## config.mk

```make
export PLATFORM = sky130hd
export DESIGN_NAME = pwm_multi_dt
export DESIGN_NICKNAME = d
export VERILOG_FILES = /design/src/rtl/pwm_multi_dt.sv
export SDC_FILE = /design/constraint.sdc
export NUM_CORES = 1
export LEC_CHECK = 0
export ABC_CLOCK_PERIOD_IN_PS = 5250
export BUFFER_PORTS_ARGS = -buffer_cell sky130_fd_sc_hd__buf_2
export CAP_MARGIN = 20
export CORE_UTILIZATION = 50
export CTS_BUF_LIST = sky130_fd_sc_hd__clkbuf_8
export DETAILED_ROUTE_END_ITERATION = 8
export PLACE_DENSITY = 0.8
export SYNTH_ARGS = -nofsm -noshare
export SYNTH_HDL_FRONTEND = slang
export SYNTH_SLANG_ARGS = --single-unit
```

## constraint.sdc

```tcl
create_clock -name clk -period 5.25 [get_ports clk]
set_clock_uncertainty 0.1 [all_clocks]
set_input_delay 0 -clock clk [delete_from_list [all_inputs] [get_ports clk]]
set_output_delay 0 -clock clk [all_outputs]
set_load 0.02 [all_outputs]
```

## src/rtl/pwm_multi_dt.sv

```systemverilog
// rtl/pwm_multi_dt.sv - multi-channel complementary PWM with shadowed duty and dead-time insertion
module pwm_multi_dt #(
    parameter int WIDTH    = 11,
    parameter int NUM_CH   = 2,
    parameter int DT_WIDTH = 6
) (
    input  logic                      clk,
    input  logic                      rst_n,
    input  logic                      en,
    input  logic [WIDTH-1:0]          period,
    input  logic [NUM_CH-1:0]         duty_wr,
    input  logic [NUM_CH*WIDTH-1:0]   duty_in,
    input  logic [DT_WIDTH-1:0]       dead_time,
    output logic [NUM_CH-1:0]         pwm_hi,
    output logic [NUM_CH-1:0]         pwm_lo,
    output logic                      cycle_start
);

    localparam logic [1:0] ST_SAFE = 2'd0;
    localparam logic [1:0] ST_LO   = 2'd1;
    localparam logic [1:0] ST_DT   = 2'd2;
    localparam logic [1:0] ST_HI   = 2'd3;

    logic [WIDTH-1:0]    cnt_q, cnt_d;
    logic [WIDTH-1:0]    period_act_q, period_act_d;
    logic                cycle_start_q, cycle_start_d;
    logic [WIDTH-1:0]    duty_pend_q [NUM_CH];
    logic [WIDTH-1:0]    duty_pend_d [NUM_CH];
    logic [WIDTH-1:0]    duty_act_q  [NUM_CH];
    logic [WIDTH-1:0]    duty_act_d  [NUM_CH];
    logic [WIDTH-1:0]    duty_in_ch  [NUM_CH];
    logic [NUM_CH-1:0]   raw_q, raw_d;
    logic [1:0]          state_q [NUM_CH];
    logic [1:0]          state_d [NUM_CH];
    logic [DT_WIDTH-1:0] dtc_q   [NUM_CH];
    logic [DT_WIDTH-1:0] dtc_d   [NUM_CH];
    logic                wrap;

    assign wrap        = (cnt_q == period_act_q);
    assign cycle_start = cycle_start_q;

    // Shared period counter; the new period is only adopted at the wrap point
    always_comb begin
        cnt_d         = cnt_q;
        period_act_d  = period_act_q;
        cycle_start_d = 1'b0;
        if (!en) begin
            cnt_d = '0;
        end else if (wrap) begin
            cnt_d         = '0;
            period_act_d  = period;
            cycle_start_d = 1'b1;
        end else begin
            cnt_d = cnt_q + WIDTH'(1);
        end
    end

    // Duty shadowing: pending register takes writes anytime, active copy only at wrap
    always_comb begin
        for (int i = 0; i < NUM_CH; i++) begin
            duty_in_ch[i]  = duty_in[i*WIDTH +: WIDTH];
            duty_pend_d[i] = duty_wr[i] ? duty_in_ch[i] : duty_pend_q[i];
            duty_act_d[i]  = duty_act_q[i];
            // Write-through: a write landing on the wrap cycle goes live immediately
            if (en && wrap) begin
                duty_act_d[i] = duty_pend_d[i];
            end
            raw_d[i] = en && (cnt_q < duty_act_q[i]);
        end
    end

    // Per-channel output FSM; every level change passes through DT unless dead_time is zero
    always_comb begin
        for (int i = 0; i < NUM_CH; i++) begin
            state_d[i] = state_q[i];
            dtc_d[i]   = dtc_q[i];
            if (!en) begin
                state_d[i] = ST_SAFE;
            end else begin
                case (state_q[i])
                    ST_SAFE: begin
                        if (dead_time == '0) begin
                            state_d[i] = raw_q[i] ? ST_HI : ST_LO;
                        end else begin
                            state_d[i] = ST_DT;
                            dtc_d[i]   = dead_time;
                        end
                    end
                    ST_LO: begin
                        if (raw_q[i]) begin
                            if (dead_time == '0) begin
                                state_d[i] = ST_HI;
                            end else begin
                                state_d[i] = ST_DT;
                                dtc_d[i]   = dead_time;
                            end
                        end
                    end
                    ST_HI: begin
                        if (!raw_q[i]) begin
                            if (dead_time == '0) begin
                                state_d[i] = ST_LO;
                            end else begin
                                state_d[i] = ST_DT;
                                dtc_d[i]   = dead_time;
                            end
                        end
                    end
                    ST_DT: begin
                        dtc_d[i] = dtc_q[i] - DT_WIDTH'(1);
                        // Exit level follows raw_q at exit, so short pulses get absorbed
                        if (dtc_q[i] <= DT_WIDTH'(1)) begin
                            state_d[i] = raw_q[i] ? ST_HI : ST_LO;
                        end
                    end
                    default: begin
                        state_d[i] = ST_SAFE;
                    end
                endcase
            end
        end
    end

    // Gate drives decoded straight from the state register so hi and lo can never overlap
    always_comb begin
        pwm_hi = '0;
        pwm_lo = '0;
        for (int i = 0; i < NUM_CH; i++) begin
            pwm_hi[i] = (state_q[i] == ST_HI);
            pwm_lo[i] = (state_q[i] == ST_LO);
        end
    end

    // State registers with asynchronous active-low reset
    always_ff @(posedge clk or negedge rst_n) begin
        if (!rst_n) begin
            cnt_q         <= '0;
            period_act_q  <= '0;
            cycle_start_q <= 1'b0;
            raw_q         <= '0;
            for (int i = 0; i < NUM_CH; i++) begin
                duty_pend_q[i] <= '0;
                duty_act_q[i]  <= '0;
                state_q[i]     <= ST_SAFE;
                dtc_q[i]       <= '0;
            end
        end else begin
            cnt_q         <= cnt_d;
            period_act_q  <= period_act_d;
            cycle_start_q <= cycle_start_d;
            raw_q         <= raw_d;
            for (int i = 0; i < NUM_CH; i++) begin
                duty_pend_q[i] <= duty_pend_d[i];
                duty_act_q[i]  <= duty_act_d[i];
                state_q[i]     <= state_d[i];
                dtc_q[i]       <= dtc_d[i];
            end
        end
    end

endmodule

```

== After elaboration in Yosys (flattened, before gate mapping) ==
Index checks and enable logic that the tools add are counted.

* Register bits after elaboration: 85
* Word-level logic and storage cells: 77
* Input bits: 44
* Output and inout port bits: 5

* $lt $le $gt $ge: 4
* Reduce and logical (&&, ||, !) cells: 11
* Add/subtract/negate cells: 3
* Muxes and demuxes: 30
* Eq/ne operators: 17

{| class="wikitable"
|+ Operator list
! cell !! count
|-
| one-hot mux 6 bit (4 select lines) || 2
|-
| 2-to-1 mux 11 bit || 4
|-
| 2-to-1 mux 6 bit || 6
|-
| 2-to-1 mux 2 bit || 13
|-
| less-than comparator 11 bit || 2
|-
| one-hot mux 2 bit (4 select lines) || 2
|-
| less-or-equal comparator 6 x 1 -> 1 bit (second input constant) || 2
|-
| != test 3 bit (second input constant) || 4
|-
| AND reduction 3 bit || 4
|-
| subtractor 6 x 1 -> 6 bit (second input constant) || 2
|-
| adder 11 x 1 -> 11 bit (second input constant) || 1
|-
| equality test 11 bit || 1
|-
| equality test 2 bit (second input constant) || 4
|-
| zero test 6 bit || 1
|-
| != test 3 x 2 -> 1 bit (second input constant) || 2
|-
| equality test 2 x 1 -> 1 bit (second input constant) || 2
|-
| zero test 2 bit || 2
|-
| != test 2 x 1 -> 1 bit (second input constant) || 2
|-
| != test 2 bit (second input constant) || 2
|-
| logical AND 1 bit || 3
|-
| 2-to-1 mux 1 bit || 3
|-
| AND reduction 2 bit || 1
|}

== Logic depth before layout (Yosys ltp) ==
* Depth after elaboration: 5
* Gate-level depth with buffers: 7
* Mapped depth without buffers: 7

== Least setup slack after synthesis ==
Ideal clock, no wire load.

* Kind: register -> register
* Start point: reg cnt_q[4]
* End point: reg duty_act_q[10] (netlist name)
* Path buffers: 1
* Stages on the path, launching flop included: 6
* Clock period less this slack: 1.899 ns
* Setup time: 0.125 ns
* Arrival: 1.674 ns
* Data required time: 5.025 ns
* Path slack: 3.351 ns
* Cell sequence: dfrtp_1 -> xor2_1 -> nor4_2 -> nand4_4 -> buf_6 -> mux2_4

* Word-level cells in the longest chain between the ends: 2

{| class="wikitable"
|+ Ends and longest elaborated chain
! what !! RTL line !! text
|-
| start, declared || 24 || <nowiki>logic [WIDTH-1:0] cnt_q, cnt_d;</nowiki>
|-
| start signal, assigned || 148 || <nowiki>cnt_q <= cnt_d;</nowiki>
|-
| equality test 11 bit || 39 || <nowiki>assign wrap = (cnt_q == period_act_q);</nowiki>
|-
| logical AND 1 bit || 65 || <nowiki>if (en && wrap) begin</nowiki>
|-
| end signal, assigned by index || 154 || <nowiki>duty_act_q[i] <= duty_act_d[i];</nowiki>
|-
| end, declared || 29 || <nowiki>logic [WIDTH-1:0] duty_act_q [NUM_CH];</nowiki>
|}

No other way between the ends.
A chain may end at the register's enable or synchronous reset.

== Worst setup path in the final report ==
* Start point: reg cnt_q[0]
* End point: reg duty_act_q[10] (netlist name)

The elaborated chain is that of the path after synthesis.

==> impl_results.md <==
* Grt ovf at 0
* Fillers at 635
* Final hold violation count at 0
* Area Overhead vs Synth at 22.18%
* Clock Path Buffers at 2
* Via count at 3063
* Tcrit/Tclk final at 49.94%
* CTS tree: done
* Avg Vias per Cell at 5.290
* Top_reg_cell synth: dfrtp_1
* Sequential element share of the synthesized area at 48.04%
* Level count of the clock H-tree at 3
* Cell at the root of the clock tree: clkbuf_8
* Die X at 96.11 um
* Initial antenna violation count at 0
* Setup TNS Final at 0 ns
* Power Dens Cells at 377.3 nW/um2
* Worst-path clk slew at 0.09 ns
* Synthesized instance count at 377
* Final Util at 64.55%
* Syn_area_per_cell at 11.75 um2
* Unique masters post-synth at 43
* Worst-Skew Late Latency at 0.36 ns
* Status: finished clean
* Synthesis-stage register bit count at 85
* Ys async rst share at 100.0%
* Syn Std Cell Area at 4428 um2
* Unrepaired setup endpoints after global routing: no
* Layout Nets at 538
* Crit path DAT at 2.77 ns
* Num CTS Buffers at 9
* Commonest cells post-synth: dfrtp_1, nor2_1, mux2_4, inv_1, mux2_2
* VDD IR max at 0.0002702 V
* Die Footprint at 9236 um2
* # port buffers at 48
* Synth top area share at 48.04%
* Max Cap Viol at 0
* Final GP Congestion at 0.8870
* Fin crit period at 2.622 ns
* Leakage at 2.702 nW
* First-pass GRT wire length at 14930 um
* Total track usage at 21.56%
* Crit end category: flop
* Routed Antenna Nets at 0
* Top post-synthesis cells by area: dfrtp_1, mux2_4, ha_1
* Number of global-route vias before repair at 3260
* Startpoint type of the worst setup path: flop
* Slew Limit Fails at 0
* Starting Density at 52.83%
* Number of flops mapped to enable cells by yosys at 0
* CP required at 5.39 ns
* Hold crit path type: in2reg
* Drt drc at 0
* Average wire per standard cell at 14.95 um
* Core Area at 8382 um2
* Measured slew at the worst slew-check pin at 0.8226 ns
* Synth warnings at 0
* Io pins at 49
* Most frequent cell after synthesis: dfrtp_1
* Antenna cell count at 0
* Slew margin rel. at 45.06%
* CP Class: reg2reg
* Post-CTS setup buffer count at 0
* Row count at 33
* First-pass detailed-route iteration total at 4
* Total Routed Length at 8655 um
* DP HPWL at 5908 um
* Finish-stage setup viols at 0
* Die H at 96.11 um
* Cell taking the most area after synthesis: dfrtp_1
* First DRT Iteration DRCs at 119
* Crit Path Max Fanout at 33
* Largest net degree at the start of global routing at 86
* Layout cell share with drive strength beyond 1 at 26.37%
* Max Freq at 381.4 MHz
* Num Clock Sinks at 85
* Synthesized Nets at 446
* Tot Pwr at 0.002041 W
## repair_timing
action / CTS / global route
resized for setup: 0 / 0
hold buffers: 42 / 1
hold endpoints to repair: 156 / 10
## cell type report
cell class | count | area [um2] | area share [%]
Clock buffer | 10 | 137.6 | 2.544
Clock inverter | 6 | 93.84 | 1.735
Inverter | 28 | 105.1 | 1.943
Multi-Input combinational cell | 253 | 2115 | 39.08
Sequential cell | 85 | 2127 | 39.32
Tap cell | 105 | 131.4 | 2.428
Timing Repair Buffer | 92 | 700.7 | 12.95
## placed cells by master, fill, tap and decap left out, drive strengths merged, types with 6 or more instances in the layout
master       Yosys  final
dfrtp           85     85
mux2            57     57
buf              7     49
dlygate4sd3      0     43
nor2            40     40
inv             28     30
ha              25     25
a21oi           15     15
xor2            13     13
clkbuf           4     10
o21ai            9      9
xnor2            8      8
a21o             8      8
nand2            7      7
nor3             6      6
and3             6      6
## report_power, final
group / leakage [nW] / switching (W) / total [W] / internal (W)
Sequential: 1.05 / 0.000123 / 0.000940 / 0.000817
Clock: 0.113 / 0.000243 / 0.000528 / 0.000285
Combinational: 1.54 / 0.000244 / 0.000574 / 0.000330
Total: 2.70 / 0.000610 / 0.00204 / 0.00143
## critical path, stage by stage, from the launching register on
cell,delay [ns]
dfrtp_1,0.47
xor2_1,0.21
nor3_1,0.42
nand4_4,0.72
mux2_4,0.55
## routing by layer
| layer | vias up | part of all wire [%] | global-route usage [%] |
|---|---|---|---|
| met3 | 13 | 3.2 | 5.371 |
| met5 | - | 0 | 0 |
| met4 | 0 | 1.6 | 7.463 |
| met1 | 1484 | 44 | 25.03 |
| li1 | 1509 | - | - |
| met2 | 57 | 51 | 38.53 |
## cells by family (layout without fill, tap and decap cells)
family                   count (synthesis)  count (layout)  synth area share (%)
AND/OR/NAND/NOR                         89              89                 10.34
buffers and inverters                   39             136                 4.210
flip-flops                              85              85                 48.04
adder cells (fa/ha/maj)                 25              25                 7.064
XOR/XNOR                                21              21                 4.154
multiplexers                            57              57                 17.04
AO/OA/AOI/OAI                           61              61                 9.156
## stage by stage
step / setup WS (ns) / cells / area, um2 / hold slack, ns
3_5_place_dp: 2.653 / 519 / 4721 / 0.1381
2_1_floorplan: 3.351 / 377 / 4428 / -0.3956
3_3_place_gp: 2.749 / 519 / 4721 / 0.1331
6_report: 2.628 / 579 / 5410 / 0.006261
4_1_cts: 2.626 / 577 / 5373 / 0.001683
5_1_grt: 2.485 / 579 / 5410 / 0.006415
## registers in the layout (all words and copies together) (netlist names)
name and flops:
duty_act_q 22, state_q 4, duty_pend_q 22, period_act_q 11
raw_q 2, cycle_start 1, cnt_q 11, dtc_q 12
## final timing paths
check | start | to | slack (ns) | depth (start not counted)
min reg2reg | duty_pend_q[9] | duty_pend_q[9] | 0.40 | 1
max in group asynchronous | rst_n | duty_pend_q[8] | 4.01 | 4
max | cnt_q[0] | duty_act_q[10] | 2.63 | 4
min in group asynchronous | rst_n | dtc_q[8] | 0.44 | 3
min | duty_wr[1] | duty_pend_q[0] | 0.006 | 2
max reg2reg | cnt_q[0] | duty_act_q[10] | 2.63 | 4
No activity file was read; power rests on OpenSTA's default activity.
